$ cat config.mk
export PLATFORM = sky130hd
export DESIGN_NAME = gat_feat_reader
export DESIGN_NICKNAME = d
export VERILOG_FILES = /design/src/rtl/gat_feat_reader.sv
export SDC_FILE = /design/constraint.sdc
export NUM_CORES = 1
export LEC_CHECK = 0
export ABC_AREA = 1
export ABC_CLOCK_PERIOD_IN_PS = 5910
export BUFFER_PORTS_ARGS = -buffer_cell sky130_fd_sc_hd__buf_2
export CELL_PAD_IN_SITES_DETAIL_PLACEMENT = 1
export CELL_PAD_IN_SITES_GLOBAL_PLACEMENT = 1
export CORE_UTILIZATION = 44
export DETAILED_ROUTE_END_ITERATION = 10
export PLACE_DENSITY = 0.89
export SLEW_MARGIN = 25
export SYNTH_ARGS = -nofsm -noshare
export SYNTH_HDL_FRONTEND = slang
export SYNTH_SLANG_ARGS = --single-unit
$ cat constraint.sdc
create_clock -name clk -period 5.91 [get_ports clk]
set_clock_uncertainty 0.1 [all_clocks]
set_input_delay 0.8865 -clock clk [delete_from_list [all_inputs] [get_ports clk]]
set_output_delay 0.8865 -clock clk [all_outputs]
set_load 0.1 [all_outputs]
$ cat src/rtl/gat_feat_reader.sv
// -----------------------------------------------------------------------------
// gat_feat_reader
//
// Streams one frame of GAT output features from a feature BRAM onto an
// AXI-Stream style master port.  A frame is started by a rising edge of
// gat_ready.  Words are read in ascending order 0 .. NEW_FEATURE_DEPTH-1.
// A 2-entry output buffer plus a one-deep in-flight tracker absorb the
// 1-cycle BRAM read latency and downstream backpressure without loss.
//
// Configuration macro:
//   FEAT_READER_ROW_LAST_EN  defined   : m_tlast on every row end
//                                        (index mod NUM_FEATURE_OUT == NUM_FEATURE_OUT-1)
//                            undefined : m_tlast only on the frame's final word
//
// Ports:
//   clk              in   clock, all logic on rising edge
//   rst              in   synchronous active-high reset
//   gat_ready        in   accelerator result-complete flag (rising edge starts a frame)
//   feat_bram_addrb  out  BRAM byte address (word index << 2)
//   feat_bram_dout   in   BRAM read data, valid 1 cycle after address
//   m_tdata          out  streamed feature word
//   m_tvalid         out  stream valid
//   m_tready         in   stream ready
//   m_tlast          out  stream last marker
//   busy             out  frame in progress (READ or DRAIN)
//   done             out  frame complete, waiting for gat_ready low
//   word_cnt         out  words accepted downstream in the current frame
// -----------------------------------------------------------------------------
module gat_feat_reader #(
   parameter int NEW_FEATURE_WIDTH  = 32,
   parameter int NUM_SUBGRAPHS      = 2708,
   parameter int NUM_FEATURE_OUT    = 16,
   parameter int NEW_FEATURE_DEPTH  = NUM_SUBGRAPHS * NUM_FEATURE_OUT,
   parameter int NEW_FEATURE_ADDR_W = $clog2(NEW_FEATURE_DEPTH)
) (
   input  logic                          clk,
   input  logic                          rst,
   input  logic                          gat_ready,
   output logic [NEW_FEATURE_ADDR_W+1:0] feat_bram_addrb,
   input  logic [NEW_FEATURE_WIDTH-1:0]  feat_bram_dout,
   output logic [NEW_FEATURE_WIDTH-1:0]  m_tdata,
   output logic                          m_tvalid,
   input  logic                          m_tready,
   output logic                          m_tlast,
   output logic                          busy,
   output logic                          done,
   output logic [NEW_FEATURE_ADDR_W:0]   word_cnt
);

   localparam int AW = NEW_FEATURE_ADDR_W;
   localparam logic [AW:0] LAST_IDX = (AW+1)'(NEW_FEATURE_DEPTH - 1);

   typedef enum logic [1:0] {S_IDLE, S_READ, S_DRAIN, S_DONE} state_t;

   state_t state_q, state_d;

   logic                         gat_q;
   logic                         start_frame;
   logic [AW:0]                  rd_idx_q, rd_idx_d;
   logic [AW:0]                  issue_idx;
   logic                         issue, issue_final, issue_last;
   logic                         inflight_q, inflight_last_q;
   logic [NEW_FEATURE_WIDTH-1:0] buf_data_q [2];
   logic                         buf_last_q [2];
   logic                         wr_ptr_q, rd_ptr_q;
   logic [1:0]                   count_q, count_d;
   logic [2:0]                   slots_used;
   logic                         push, pop;
   logic [AW:0]                  word_cnt_q, word_cnt_d;
   logic                         frame_end;

   // gat_q resets to 1 so a level-high gat_ready at reset exit is not an edge.
   assign start_frame = (state_q == S_IDLE) & gat_ready & ~gat_q;
   assign push        = inflight_q;
   assign pop         = (count_q != 2'd0) & m_tready;
   assign frame_end   = pop & (word_cnt_q == LAST_IDX);

   // The first read is issued in the start-edge cycle itself (index 0) so the
   // first word is valid two cycles after the edge.  A word popped this cycle
   // frees its slot immediately, which sustains one word per cycle.
   always_comb begin : issue_logic
      issue_idx   = (state_q == S_READ) ? rd_idx_q : '0;
      slots_used  = 3'(count_q) + 3'(inflight_q) - 3'(pop);
      issue       = ((state_q == S_READ) | start_frame) & (slots_used < 3'd2);
      issue_final = issue & (issue_idx == LAST_IDX);
      rd_idx_d    = issue ? issue_idx + (AW+1)'(1) : rd_idx_q;
   end

`ifdef FEAT_READER_ROW_LAST_EN
   localparam int CW = (NUM_FEATURE_OUT > 1) ? $clog2(NUM_FEATURE_OUT) : 1;
   localparam logic [CW-1:0] LAST_COL = CW'(NUM_FEATURE_OUT - 1);

   logic [CW-1:0] col_q, col_d, issue_col;

   // Column position tracked alongside the read index instead of a modulo.
   always_comb begin : row_last_logic
      issue_col  = (state_q == S_READ) ? col_q : '0;
      issue_last = (issue_col == LAST_COL);
      col_d      = col_q;
      if (issue) begin
         col_d = (issue_col == LAST_COL) ? '0 : issue_col + CW'(1);
      end
   end

   always_ff @(posedge clk) begin : col_reg
      if (rst) begin
         col_q <= '0;
      end else begin
         col_q <= col_d;
      end
   end
`else
   always_comb begin : frame_last_logic
      issue_last = (issue_idx == LAST_IDX);
   end
`endif

   always_comb begin : counter_logic
      count_d = count_q + 2'(push) - 2'(pop);
      if (start_frame) begin
         word_cnt_d = '0;
      end else if (pop) begin
         word_cnt_d = word_cnt_q + (AW+1)'(1);
      end else begin
         word_cnt_d = word_cnt_q;
      end
   end

   // Clearing inflight_q on reset discards any BRAM data still returning.
   always_ff @(posedge clk) begin : datapath_reg
      if (rst) begin
         gat_q           <= 1'b1;
         rd_idx_q        <= '0;
         inflight_q      <= 1'b0;
         inflight_last_q <= 1'b0;
         buf_data_q[0]   <= '0;
         buf_data_q[1]   <= '0;
         buf_last_q[0]   <= 1'b0;
         buf_last_q[1]   <= 1'b0;
         wr_ptr_q        <= 1'b0;
         rd_ptr_q        <= 1'b0;
         count_q         <= '0;
         word_cnt_q      <= '0;
      end else begin
         gat_q           <= gat_ready;
         rd_idx_q        <= rd_idx_d;
         inflight_q      <= issue;
         inflight_last_q <= issue & issue_last;
         if (push) begin
            buf_data_q[wr_ptr_q] <= feat_bram_dout;
            buf_last_q[wr_ptr_q] <= inflight_last_q;
            wr_ptr_q             <= ~wr_ptr_q;
         end
         if (pop) begin
            rd_ptr_q <= ~rd_ptr_q;
         end
         count_q    <= count_d;
         word_cnt_q <= word_cnt_d;
      end
   end

   always_ff @(posedge clk) begin : state_reg
      if (rst) begin
         state_q <= S_IDLE;
      end else begin
         state_q <= state_d;
      end
   end

   always_comb begin : next_state_logic
      state_d = state_q;
      unique case (state_q)
         S_IDLE:  if (start_frame) state_d = issue_final ? S_DRAIN : S_READ;
         S_READ:  if (issue_final) state_d = S_DRAIN;
         S_DRAIN: if (frame_end)   state_d = S_DONE;
         S_DONE:  if (!gat_ready)  state_d = S_IDLE;
         default: state_d = S_IDLE;
      endcase
   end

   always_comb begin : output_logic
      busy            = (state_q == S_READ) | (state_q == S_DRAIN);
      done            = (state_q == S_DONE);
      m_tvalid        = (count_q != 2'd0);
      m_tdata         = m_tvalid ? buf_data_q[rd_ptr_q] : '0;
      m_tlast         = m_tvalid & buf_last_q[rd_ptr_q];
      feat_bram_addrb = {issue_idx[AW-1:0], 2'b00};
      word_cnt        = word_cnt_q;
   end

endmodule

==> flow_summary.html, run 1 <==
<table>
<tr><th>Metric</th><th>Value</th></tr>
<tr><th colspan="2">Drt</th></tr>
<tr><td>First-pass detailed-route iteration total</td><td>8</td></tr>
<tr><td>Number of antenna-violating nets in the routed design</td><td>0</td></tr>
<tr><td>Number of DRC markers in iteration 0</td><td>190</td></tr>
<tr><td>Detail-routed via count per cell</td><td>~5.2</td></tr>
<tr><td>Total wire length</td><td>roughly 14,000 microns</td></tr>
<tr><td>DRC violations left</td><td>11</td></tr>
<tr><td>Via count of the routed design</td><td>4,744</td></tr>
<tr><td>Wirelength per Cell</td><td>15.9 microns</td></tr>
<tr><th colspan="2">Clock tree</th></tr>
<tr><td>Maximum number of buffers from clock root to sink</td><td>2</td></tr>
<tr><td>Total of cells resized after clock tree synthesis</td><td>0</td></tr>
<tr><td>Clock buffers created by TritonCTS</td><td>9</td></tr>
<tr><td>Insertion delay to the later sink of the worst-skew pair</td><td>350 ps</td></tr>
<tr><td>Deepest level of the CTS H-tree</td><td>3</td></tr>
<tr><td>Post-CTS clock slew at the launch and capture registers of the worst setup and hold paths</td><td>about 80 ps</td></tr>
<tr><td>Postcts setup bufs</td><td>0</td></tr>
<tr><td>Hold_buf cts</td><td>0</td></tr>
<tr><td>CTS tree</td><td>yes</td></tr>
<tr><td>Clk sink count</td><td>110</td></tr>
<tr><td>CTS Root Cell</td><td>sky130_fd_sc_hd__clkbuf_16</td></tr>
<tr><th colspan="2">Placed design</th></tr>
<tr><td>RePlAce Congestion</td><td>around 0.81</td></tr>
<tr><td>Hpwl dp</td><td>~9800 microns</td></tr>
<tr><td># port buffers</td><td>104</td></tr>
<tr><td>Minimum setup slack after placement</td><td>between 1500 and 2000 ps</td></tr>
<tr><th colspan="2">Synth</th></tr>
<tr><td>Count of flip-flops with a built-in enable after synthesis</td><td>66</td></tr>
<tr><td>Fraction of the yosys area taken by sequential cells</td><td>0.534</td></tr>
<tr><td>Cells taking the most area after synthesis</td><td>sky130_fd_sc_hd__edfxtp_1 37%, sky130_fd_sc_hd__dfxtp_1 16%, sky130_fd_sc_hd__nand2_1 12%</td></tr>
<tr><td>Top-count cell post-synth</td><td>sky130_fd_sc_hd__nand2_1</td></tr>
<tr><td>Yosys reg bits</td><td>between 100 and 150</td></tr>
<tr><td>Area share of the leading cell type in the synthesized netlist</td><td>0.370</td></tr>
<tr><td>Combinational family with the most area after synthesis</td><td>simple AND/OR/NAND/NOR gates</td></tr>
<tr><td>Post-synth design cell area</td><td>between 5000 and 6000 sq um</td></tr>
<tr><td>Mean instance size in the synthesized netlist</td><td>between 8 and 9 sq um</td></tr>
<tr><td>YS warnings</td><td>0</td></tr>
<tr><td>Synth Area in XOR/XNOR</td><td>0.00817</td></tr>
<tr><td>Share of synthesized area spent on multiplexers</td><td>0</td></tr>
<tr><td>Number of distinct standard cells referenced by the synthesized netlist</td><td>35</td></tr>
<tr><td>Share of flip-flops with an asynchronous set or reset</td><td>0</td></tr>
<tr><td>Share of synthesized cell area in and, or, nand and nor gates</td><td>0.254</td></tr>
<tr><td>Cell accounting for the most synthesized area</td><td>sky130_fd_sc_hd__edfxtp_1</td></tr>
<tr><td>Compound-gate portion of the synthesized area</td><td>0.0897</td></tr>
<tr><td>Post-synth top flop</td><td>sky130_fd_sc_hd__edfxtp_1</td></tr>
<tr><td>Post-synthesis instance total</td><td>around 670</td></tr>
<tr><td>Most used standard cells in the synthesized netlist</td><td>167 x sky130_fd_sc_hd__nand2_1, 106 x sky130_fd_sc_hd__nor2_1, 85 x sky130_fd_sc_hd__inv_1</td></tr>
<tr><td>Arithmetic-cell share of the synthesized area counting full adders, half adders and majority gates</td><td>0.0248</td></tr>
<tr><th colspan="2">STA</th></tr>
<tr><td>Number of hold violations in the final report</td><td>0</td></tr>
<tr><td>Setup slack of the critical path after layout</td><td>approximately 1900 ps</td></tr>
<tr><td>Tcrit/Tclk final</td><td>0.679</td></tr>
<tr><td>Worst relative slew slack</td><td>0.455</td></tr>
<tr><td>Final setup vio count</td><td>0</td></tr>
<tr><td>Final Critical Period</td><td>roughly 4000 ps</td></tr>
<tr><td>Unrepaired setup endpoints after global routing</td><td>no</td></tr>
<tr><td>Max Clk Rate</td><td>about 250 MHz</td></tr>
<tr><td>Accumulated negative setup slack</td><td>0 ps</td></tr>
<tr><td>Worst hold slack</td><td>371 ps</td></tr>
<tr><td>Slew at the pin with the worst max-slew slack</td><td>817 ps</td></tr>
<tr><td>Final Slew Violations</td><td>0</td></tr>
<tr><th colspan="2">Worst setup path</th></tr>
<tr><td>Buffers &amp; Inverters on Critical Path</td><td>6</td></tr>
<tr><td>Highest net fanout along the worst path</td><td>34</td></tr>
<tr><td>Critical Path RT</td><td>roughly 6100 ps</td></tr>
<tr><td>Critical path startpoint category</td><td>register</td></tr>
<tr><td>Worst stage delay on the critical path</td><td>580 ps</td></tr>
<tr><td>Crit. End Element</td><td>register</td></tr>
<tr><td>Kind of critical path</td><td>register to register</td></tr>
<tr><td>Sequence of cells on the critical path</td><td>nor2_2, buf_4, nor2_1, ha_1, inv_1, ha_1, inv_1, fa_1, inv_1, nand2_1, inv_1, nor2_1, nand2_1, clkinv_1, nand2_1, nand2_1, o21ai_0, a21oi_1</td></tr>
<tr><td>Worst endpoint data arrival time</td><td>slightly above 4000 ps</td></tr>
<tr><td>Cell type of the slowest stage on the worst timing path</td><td>sky130_fd_sc_hd__clkinv_1</td></tr>
<tr><td>Gate family responsible for the most delay along the worst path</td><td>buffers and inverters</td></tr>
<tr><th colspan="2">GRT</th></tr>
<tr><td>Wire length of the first global-routing pass</td><td>~24,000 microns</td></tr>
<tr><td>Largest net degree at the start of global routing</td><td>35</td></tr>
<tr><td>Global-route total usage across every layer</td><td>0.240</td></tr>
<tr><td>Number of global-route vias before repair</td><td>a little over 5,000</td></tr>
<tr><td>Initial antenna violation count</td><td>0</td></tr>
<tr><td>Global route overflow</td><td>0</td></tr>
<tr><th colspan="2">Power</th></tr>
<tr><td>Internal power of the cells</td><td>1.43 mW</td></tr>
<tr><td>Leakage power of the design</td><td>about 2.9 nW</td></tr>
<tr><td>Power share of the clock group</td><td>0.263</td></tr>
<tr><td>Max rail drop VDD</td><td>0.416 mV</td></tr>
<tr><td>Part of the total power dissipated in combinational logic</td><td>0.372</td></tr>
<tr><td>Pwr/cell area</td><td>406 nW/um^2</td></tr>
<tr><td>Switching share of power</td><td>0.441</td></tr>
<tr><td>Sequential Power Share</td><td>0.365</td></tr>
<tr><td>Switching power</td><td>about 1.1 mW</td></tr>
<tr><th colspan="2">Run</th></tr>
<tr><td>Max_cap viols</td><td>0</td></tr>
<tr><th colspan="2">Hold path</th></tr>
<tr><td>Kind of path behind the tightest hold check</td><td>register to register</td></tr>
<tr><th colspan="2">Finish</th></tr>
<tr><td>Post-layout net count</td><td>between 800 and 900</td></tr>
<tr><td>Fill cell total of the finished layout</td><td>1,457</td></tr>
<tr><td>Ratio of cells with drive above 1 in the final layout</td><td>0.192</td></tr>
<tr><td>Diode count</td><td>0</td></tr>
<tr><td>Area growth, synth to finish</td><td>17.9%</td></tr>
<tr><th colspan="2">Floorplan</th></tr>
<tr><td>Site Rows</td><td>39</td></tr>
<tr><td>Initial core utilization</td><td>0.459</td></tr>
<tr><td>Die Ht</td><td>around 110 microns</td></tr>
<tr><td>Die area</td><td>around 13,000 sq um</td></tr>
<tr><td>Top-level port count</td><td>about 110</td></tr>
<tr><td>Chip width</td><td>112 microns</td></tr>
<tr><td>Core Box Area</td><td>~12,000 sq um</td></tr>
<tr><th colspan="2">Run status</th></tr>
<tr><td>Failing checks</td><td>DRC</td></tr>
<tr><td>Outcome</td><td>finished with violations</td></tr>
</table>
==> logic make-up (layout without fill, tap and decap cells) <==
logic type      count (synthesis)  after routing
fa+ha+maj                      10             10
flops                         110            110
simple gates                  329            329
compound gates                 93             93
other cells                     1              2
buf+inv                       117            218
xor+xnor                        5              5
==> through the flow <==
step	power (mW)	instances	utilization	area, sq um
2_1_floorplan	1.73	666	-	5360
3_3_place_gp	1.86	894	0.513	5990
3_5_place_dp	1.91	894	0.513	5990
4_1_cts	2.59	910	0.541	6310
5_1_grt	2.68	910	0.541	6310
6_report	2.56	910	0.541	6310
==> state kept, by name, summed over array words and instances (netlist names), named ones only <==
signal	count
rd_idx_q	17
buf_data_q	64
wr_ptr_q	1
inflight_last_q	1
count_q	2
buf_last_q	2
word_cnt	17
inflight_q	1
gat_q	1
state_q	2
rd_ptr_q	1
==> routing by layer <==
layer  wire length, microns  GRT usage  up-vias  part of all wire
li1                       -          -     2313                 -
met3                    643     0.0529       22             0.044
met4                    256     0.0916        0             0.018
met2                   7590      0.442      111              0.52
met5                      0          0        -                 0
met1                   6010      0.270     2298              0.41
==> final cells by class <==
type,instances,area [sq um],share of cell area
timing repair buffer,111,573,0.0907
tap,143,179,0.0283
clock inverter,7,104,0.0164
multi-input combinational,439,2030,0.321
sequential,110,2860,0.453
clock buffer,9,225,0.0357
inverter,91,342,0.0541
==> placed cells by master (no fill, tap or decap), types with 2 or more instances in the layout <==
master and instances:
sky130_fd_sc_hd__clkinvlp_4 2, sky130_fd_sc_hd__a211oi_1 2, sky130_fd_sc_hd__clkbuf_16 9, sky130_fd_sc_hd__nand3_2 2
sky130_fd_sc_hd__bufinv_16 2, sky130_fd_sc_hd__dfxtp_1 44, sky130_fd_sc_hd__nand3_1 23, sky130_fd_sc_hd__inv_1 84
sky130_fd_sc_hd__a21oi_1 65, sky130_fd_sc_hd__o21ai_0 22, sky130_fd_sc_hd__nand2_2 5, sky130_fd_sc_hd__or2_2 2
sky130_fd_sc_hd__conb_1 2, sky130_fd_sc_hd__inv_2 5, sky130_fd_sc_hd__buf_2 104, sky130_fd_sc_hd__nand3b_1 2
sky130_fd_sc_hd__edfxtp_1 66, sky130_fd_sc_hd__nor3_2 2, sky130_fd_sc_hd__nand2_1 167, sky130_fd_sc_hd__nor2_2 3
sky130_fd_sc_hd__clkinv_1 2, sky130_fd_sc_hd__ha_1 9, sky130_fd_sc_hd__nor3_1 9, sky130_fd_sc_hd__buf_4 7
sky130_fd_sc_hd__nand4_1 7, sky130_fd_sc_hd__xor2_1 4, sky130_fd_sc_hd__nor2_1 105
==> path summary, 6_finish.rpt <==
kind / slack (ps) / cells past startpoint / startpoint / to
worst max-delay path: 1900 / 18 / count_q[1] / rd_idx_q[9]
worst min-delay path: 370 / 1 / rd_ptr_q / rd_ptr_q
worst max register to register: 1900 / 18 / count_q[1] / rd_idx_q[9]
worst min register to register: 370 / 1 / rd_ptr_q / rd_ptr_q
==> power groups by stage <==
| stage | Combinational, mW | Sequential, mW | Clock, mW |
|---|---|---|---|
| 3_3_place_gp | 0.918 | 0.947 | 0 |
| 4_1_cts | 0.960 | 0.937 | 0.692 |
| 3_5_place_dp | 0.953 | 0.954 | 0 |
| 6_report | 0.953 | 0.936 | 0.673 |
| 2_1_floorplan | 0.751 | 0.975 | 0 |
| 5_1_grt | 1.02 | 0.944 | 0.709 |
No activity file was read; power rests on OpenSTA's default activity.
==> run 2, diff against run 1 <==
- ABC_AREA: 1 -> 0
- ABC_CLOCK_PERIOD_IN_PS: 5910 -> 3750
- CORE_UTILIZATION: 44 -> 43
- PLACE_DENSITY: 0.89 -> 0.83
- clock period: 5.91 -> 3.75 ns (I/O delays scaled with it)
==> run 2 against run 1 <==
  * The run now ends clean
  * Global-route usage fell by 4.4 points
  * Critical endpoint is now rd_idx_q[16]
  * Total power rose by 67%
  * Largest power group unchanged
  * Critical path type unchanged
  * Fmax rose by 18%
  * Setup slack got worse by 1500 ps
  * Routed wire length fell by 15%
  * Highest routed layer unchanged
==> flow_summary.html, run 2 <==
<table>
<tr><th>Metric</th><th>Value</th></tr>
<tr><th colspan="2">Worst setup path</th></tr>
<tr><td>Critical Path RT</td><td>3880 ps (was 6050 ps)</td></tr>
<tr><td>Kind of critical path</td><td>register to register (unchanged)</td></tr>
<tr><td>Sequence of cells on the critical path</td><td>o21ai_2, inv_2, ha_1, inv_1, ha_1, inv_1, fa_1, inv_1, nor4_4, and4_1, xor2_1, nor2_1 (was nor2_2, buf_4, nor2_1, ha_1, inv_1, ha_1, inv_1, fa_1, inv_1, nand2_1, inv_1, nor2_1, nand2_1, clkinv_1, nand2_1, nand2_1, o21ai_0, a21oi_1)</td></tr>
<tr><td>Top cell by count, worst path</td><td>sky130_fd_sc_hd__inv_1</td></tr>
<tr><td>Highest net fanout along the worst path</td><td>9 (was 34)</td></tr>
<tr><td>Gate family responsible for the most delay along the worst path</td><td>adder cells (was buffers and inverters)</td></tr>
<tr><td>Crit. End Element</td><td>register (unchanged)</td></tr>
<tr><td>Critical path startpoint category</td><td>register (unchanged)</td></tr>
<tr><td>Buffers &amp; Inverters on Critical Path</td><td>4 (was 6)</td></tr>
<tr><td>Worst endpoint data arrival time</td><td>3520 ps (was 4150 ps)</td></tr>
<tr><td>Cell type of the slowest stage on the worst timing path</td><td>sky130_fd_sc_hd__fa_1 (was sky130_fd_sc_hd__clkinv_1)</td></tr>
<tr><td>Worst stage delay on the critical path</td><td>640 ps (was 580 ps)</td></tr>
<tr><th colspan="2">Synth</th></tr>
<tr><td>Count of flip-flops with a built-in enable after synthesis</td><td>66 (unchanged)</td></tr>
<tr><td>Mean instance size in the synthesized netlist</td><td>10.6 sq um (was 8.06 sq um)</td></tr>
<tr><td>Post-synth top flop</td><td>sky130_fd_sc_hd__edfxtp_1 (unchanged)</td></tr>
<tr><td>Cell accounting for the most synthesized area</td><td>sky130_fd_sc_hd__edfxtp_1 (unchanged)</td></tr>
<tr><td>Post-synth design cell area</td><td>5360 sq um (about the same)</td></tr>
<tr><td>Area share of the leading cell type in the synthesized netlist</td><td>0.370 (about the same)</td></tr>
<tr><td>YS warnings</td><td>0 (unchanged)</td></tr>
<tr><td>Share of flip-flops with an asynchronous set or reset</td><td>0 (unchanged)</td></tr>
<tr><td>Post-synthesis instance total</td><td>508 (was 665)</td></tr>
<tr><td>Yosys reg bits</td><td>110 (unchanged)</td></tr>
<tr><td>Fraction of the yosys area taken by sequential cells</td><td>0.534 (about the same)</td></tr>
<tr><td>Number of distinct standard cells referenced by the synthesized netlist</td><td>54 (was 35)</td></tr>
<tr><td>Top-count cell post-synth</td><td>sky130_fd_sc_hd__and2_1 (was sky130_fd_sc_hd__nand2_1)</td></tr>
<tr><td>Most used standard cells in the synthesized netlist</td><td>81 x sky130_fd_sc_hd__and2_1, 72 x sky130_fd_sc_hd__nor2_1, 66 x sky130_fd_sc_hd__edfxtp_1 (was 167 x sky130_fd_sc_hd__nand2_1, 106 x sky130_fd_sc_hd__nor2_1, 85 x sky130_fd_sc_hd__inv_1)</td></tr>
<tr><td>Cells taking the most area after synthesis</td><td>sky130_fd_sc_hd__edfxtp_1 37%, sky130_fd_sc_hd__dfxtp_1 16%, sky130_fd_sc_hd__and2_1 9.5% (was sky130_fd_sc_hd__edfxtp_1 37%, sky130_fd_sc_hd__dfxtp_1 16%, sky130_fd_sc_hd__nand2_1 12%)</td></tr>
<tr><th colspan="2">Floorplan</th></tr>
<tr><td>Core Box Area</td><td>12,100 sq um (was 11,700 sq um)</td></tr>
<tr><td>Initial core utilization</td><td>0.444 (was 0.459)</td></tr>
<tr><td>Die Ht</td><td>114 microns (was 112 microns)</td></tr>
<tr><td>Die area</td><td>12,900 sq um (was 12,600 sq um)</td></tr>
<tr><td>Chip width</td><td>114 microns (was 112 microns)</td></tr>
<tr><td>Site Rows</td><td>40 (was 39)</td></tr>
<tr><td>Top-level port count</td><td>107 (unchanged)</td></tr>
<tr><th colspan="2">Clock tree</th></tr>
<tr><td>Deepest level of the CTS H-tree</td><td>3 (unchanged)</td></tr>
<tr><td>Maximum number of buffers from clock root to sink</td><td>2 (unchanged)</td></tr>
<tr><td>Clock buffers created by TritonCTS</td><td>9 (unchanged)</td></tr>
<tr><td>Hold_buf cts</td><td>0 (unchanged)</td></tr>
<tr><td>CTS tree</td><td>yes (unchanged)</td></tr>
<tr><td>CTS Root Cell</td><td>sky130_fd_sc_hd__clkbuf_16 (unchanged)</td></tr>
<tr><td>Postcts setup bufs</td><td>0 (unchanged)</td></tr>
<tr><td>Clk sink count</td><td>110 (unchanged)</td></tr>
<tr><td>Post-CTS clock slew at the launch and capture registers of the worst setup and hold paths</td><td>70 ps (was 80 ps)</td></tr>
<tr><td>Insertion delay to the later sink of the worst-skew pair</td><td>350 ps (about the same)</td></tr>
<tr><td>Total of cells resized after clock tree synthesis</td><td>0 (unchanged)</td></tr>
<tr><th colspan="2">Finish</th></tr>
<tr><td>Fill cell total of the finished layout</td><td>1,373 (was 1,457)</td></tr>
<tr><td>Leading cell type in the layout, fill and taps excluded</td><td>sky130_fd_sc_hd__buf_2 (was sky130_fd_sc_hd__nand2_1)</td></tr>
<tr><td>Share of the core filled with cells in the final layout</td><td>0.524 (was 0.541)</td></tr>
<tr><td>Register containing the most flip-flops in the final layout</td><td>buf_data_q (unchanged)</td></tr>
<tr><td>Number of flip-flops in the largest register</td><td>64 (unchanged)</td></tr>
<tr><td>Diode count</td><td>0 (unchanged)</td></tr>
<tr><td>Post-layout net count</td><td>651 (was 808)</td></tr>
<tr><td>Ratio of cells with drive above 1 in the final layout</td><td>0.235 (was 0.192)</td></tr>
<tr><td>Highest-count cells in the layout ignoring fill and taps</td><td>104 x sky130_fd_sc_hd__buf_2, 81 x sky130_fd_sc_hd__and2_1, 70 x sky130_fd_sc_hd__nor2_1 (was 167 x sky130_fd_sc_hd__nand2_1, 105 x sky130_fd_sc_hd__nor2_1, 104 x sky130_fd_sc_hd__buf_2)</td></tr>
<tr><td>Area growth, synth to finish</td><td>18.0% (was 17.9%)</td></tr>
<tr><th colspan="2">Run</th></tr>
<tr><td>Max_cap viols</td><td>0 (unchanged)</td></tr>
<tr><th colspan="2">Drt</th></tr>
<tr><td>Via count of the routed design</td><td>3,980 (was 4,744)</td></tr>
<tr><td>Number of DRC markers in iteration 0</td><td>151 (was 190)</td></tr>
<tr><td>Wirelength per Cell</td><td>15.8 microns (was 15.9 microns)</td></tr>
<tr><td>Detail-routed via count per cell</td><td>5.12 (was 5.21)</td></tr>
<tr><td>DRC violations left</td><td>0 (was 11)</td></tr>
<tr><td>Total wire length</td><td>12,300 microns (was 14,500 microns)</td></tr>
<tr><td>First-pass detailed-route iteration total</td><td>4 (was 8)</td></tr>
<tr><td>Number of antenna-violating nets in the routed design</td><td>0 (unchanged)</td></tr>
<tr><th colspan="2">GRT</th></tr>
<tr><td>Global-route total usage across every layer</td><td>0.196 (was 0.240)</td></tr>
<tr><td>Wire length of the first global-routing pass</td><td>19,500 microns (was 23,700 microns)</td></tr>
<tr><td>Number of global-route vias before repair</td><td>3,919 (was 5,036)</td></tr>
<tr><td>Largest net degree at the start of global routing</td><td>35 (unchanged)</td></tr>
<tr><td>Global route overflow</td><td>0 (unchanged)</td></tr>
<tr><td>Initial antenna violation count</td><td>0 (unchanged)</td></tr>
<tr><th colspan="2">STA</th></tr>
<tr><td>Tcrit/Tclk final</td><td>0.903 (was 0.679)</td></tr>
<tr><td>Max Clk Rate</td><td>295 MHz (was 249 MHz)</td></tr>
<tr><td>Unrepaired setup endpoints after global routing</td><td>no (unchanged)</td></tr>
<tr><td>Final setup vio count</td><td>0 (unchanged)</td></tr>
<tr><td>Worst relative slew slack</td><td>0.419 (was 0.455)</td></tr>
<tr><td>Slew at the pin with the worst max-slew slack</td><td>871 ps (was 817 ps)</td></tr>
<tr><td>Final Slew Violations</td><td>0 (unchanged)</td></tr>
<tr><td>Final Critical Period</td><td>3390 ps (was 4010 ps)</td></tr>
<tr><td>Accumulated negative setup slack</td><td>0 ps (unchanged)</td></tr>
<tr><td>Number of hold violations in the final report</td><td>0 (unchanged)</td></tr>
<tr><th colspan="2">Power</th></tr>
<tr><td>Switching power</td><td>1.93 mW (was 1.13 mW)</td></tr>
<tr><td>Power share of the clock group</td><td>0.218 (was 0.263)</td></tr>
<tr><td>Leakage power of the design</td><td>2.59 nW (was 2.88 nW)</td></tr>
<tr><td>Sequential Power Share</td><td>0.358 (was 0.365)</td></tr>
<tr><td>Switching share of power</td><td>0.452 (was 0.441)</td></tr>
<tr><td>Max rail drop VDD</td><td>0.398 mV (was 0.416 mV)</td></tr>
<tr><td>Internal power of the cells</td><td>2.34 mW (was 1.43 mW)</td></tr>
<tr><td>Part of the total power dissipated in combinational logic</td><td>0.423 (was 0.372)</td></tr>
<tr><td>Pwr/cell area</td><td>676 nW/um^2 (was 406 nW/um^2)</td></tr>
<tr><th colspan="2">Hold path</th></tr>
<tr><td>Kind of path behind the tightest hold check</td><td>primary input to register (was register to register)</td></tr>
<tr><th colspan="2">Run status</th></tr>
<tr><td>Outcome</td><td>finished clean (was finished with violations)</td></tr>
<tr><th colspan="2">Placed design</th></tr>
<tr><td>Hpwl dp</td><td>8560 microns (was 9840 microns)</td></tr>
<tr><td>RePlAce Congestion</td><td>0.788 (was 0.810)</td></tr>
<tr><td># port buffers</td><td>104 (unchanged)</td></tr>
</table>
-- run 2: layout make-up --
cell class	instances	area, sq um	share of cell area
Clock buffer	10	229	0.0362
Clock inverter	5	51.3	0.00811
Inverter	17	63.8	0.0101
Multi-Input combinational cell	354	2320	0.366
Sequential cell	110	2860	0.453
Tap cell	168	210	0.0332
Timing Repair Buffer	113	588	0.0930
-- run 2: kinds of logic (layout without fill, tap and decap cells) --
group                    count (synthesis)  count (layout)  synth area share
XOR/XNOR                                26              26            0.0439
other                                    1               2          0.000700
AO/OA/AOI/OAI                           34              34            0.0406
AND/OR/NAND/NOR                        246             246             0.252
adder cells (fa/ha/maj)                 10              10            0.0247
flip-flops                             110             110             0.534
multiplexers                            36              36            0.0672
buffers and inverters                   45             145            0.0366
-- run 2: path summary, 6_finish.rpt --
path                    start            to  slack, ps  cells after the start
hold / removal      gat_ready         gat_q        350                      2
setup / recovery   count_q[1]  rd_idx_q[16]        360                     12
hold reg to reg   word_cnt[1]   word_cnt[1]        420                      2
setup reg to reg   count_q[1]  rd_idx_q[16]        360                     12
-- run 2: power by group through the flow --
stage / clock, mW / sequential, mW / combinational, mW
3_3_place_gp: 0 / 1.55 / 1.78
3_5_place_dp: 0 / 1.56 / 1.82
4_1_cts: 0.952 / 1.53 / 1.83
6_report: 0.933 / 1.53 / 1.81
5_1_grt: 0.988 / 1.55 / 1.92
2_1_floorplan: 0 / 1.53 / 1.49
-- run 2: per-stage QoR --
step / std cells / power (mW) / hold WS (ps) / area [sq um] / setup slack, ps
floorplan: 509 / 3.02 / 381 / 5370 / 157
global placement: 762 / 3.33 / 399 / 6040 / 418
detailed placement: 762 / 3.38 / 410 / 6040 / 284
CTS: 777 / 4.31 / 333 / 6320 / 368
global route: 777 / 4.46 / 364 / 6320 / 107
finish: 777 / 4.28 / 350 / 6320 / 363
-- run 2: per-layer routing --
layer,GRT usage,up-vias,wire [microns]
li1,-,1941,-
met2,0.337,94,6100
met1,0.246,1935,5520
met4,0.0798,0,167
met5,0,-,0
met3,0.0308,10,492
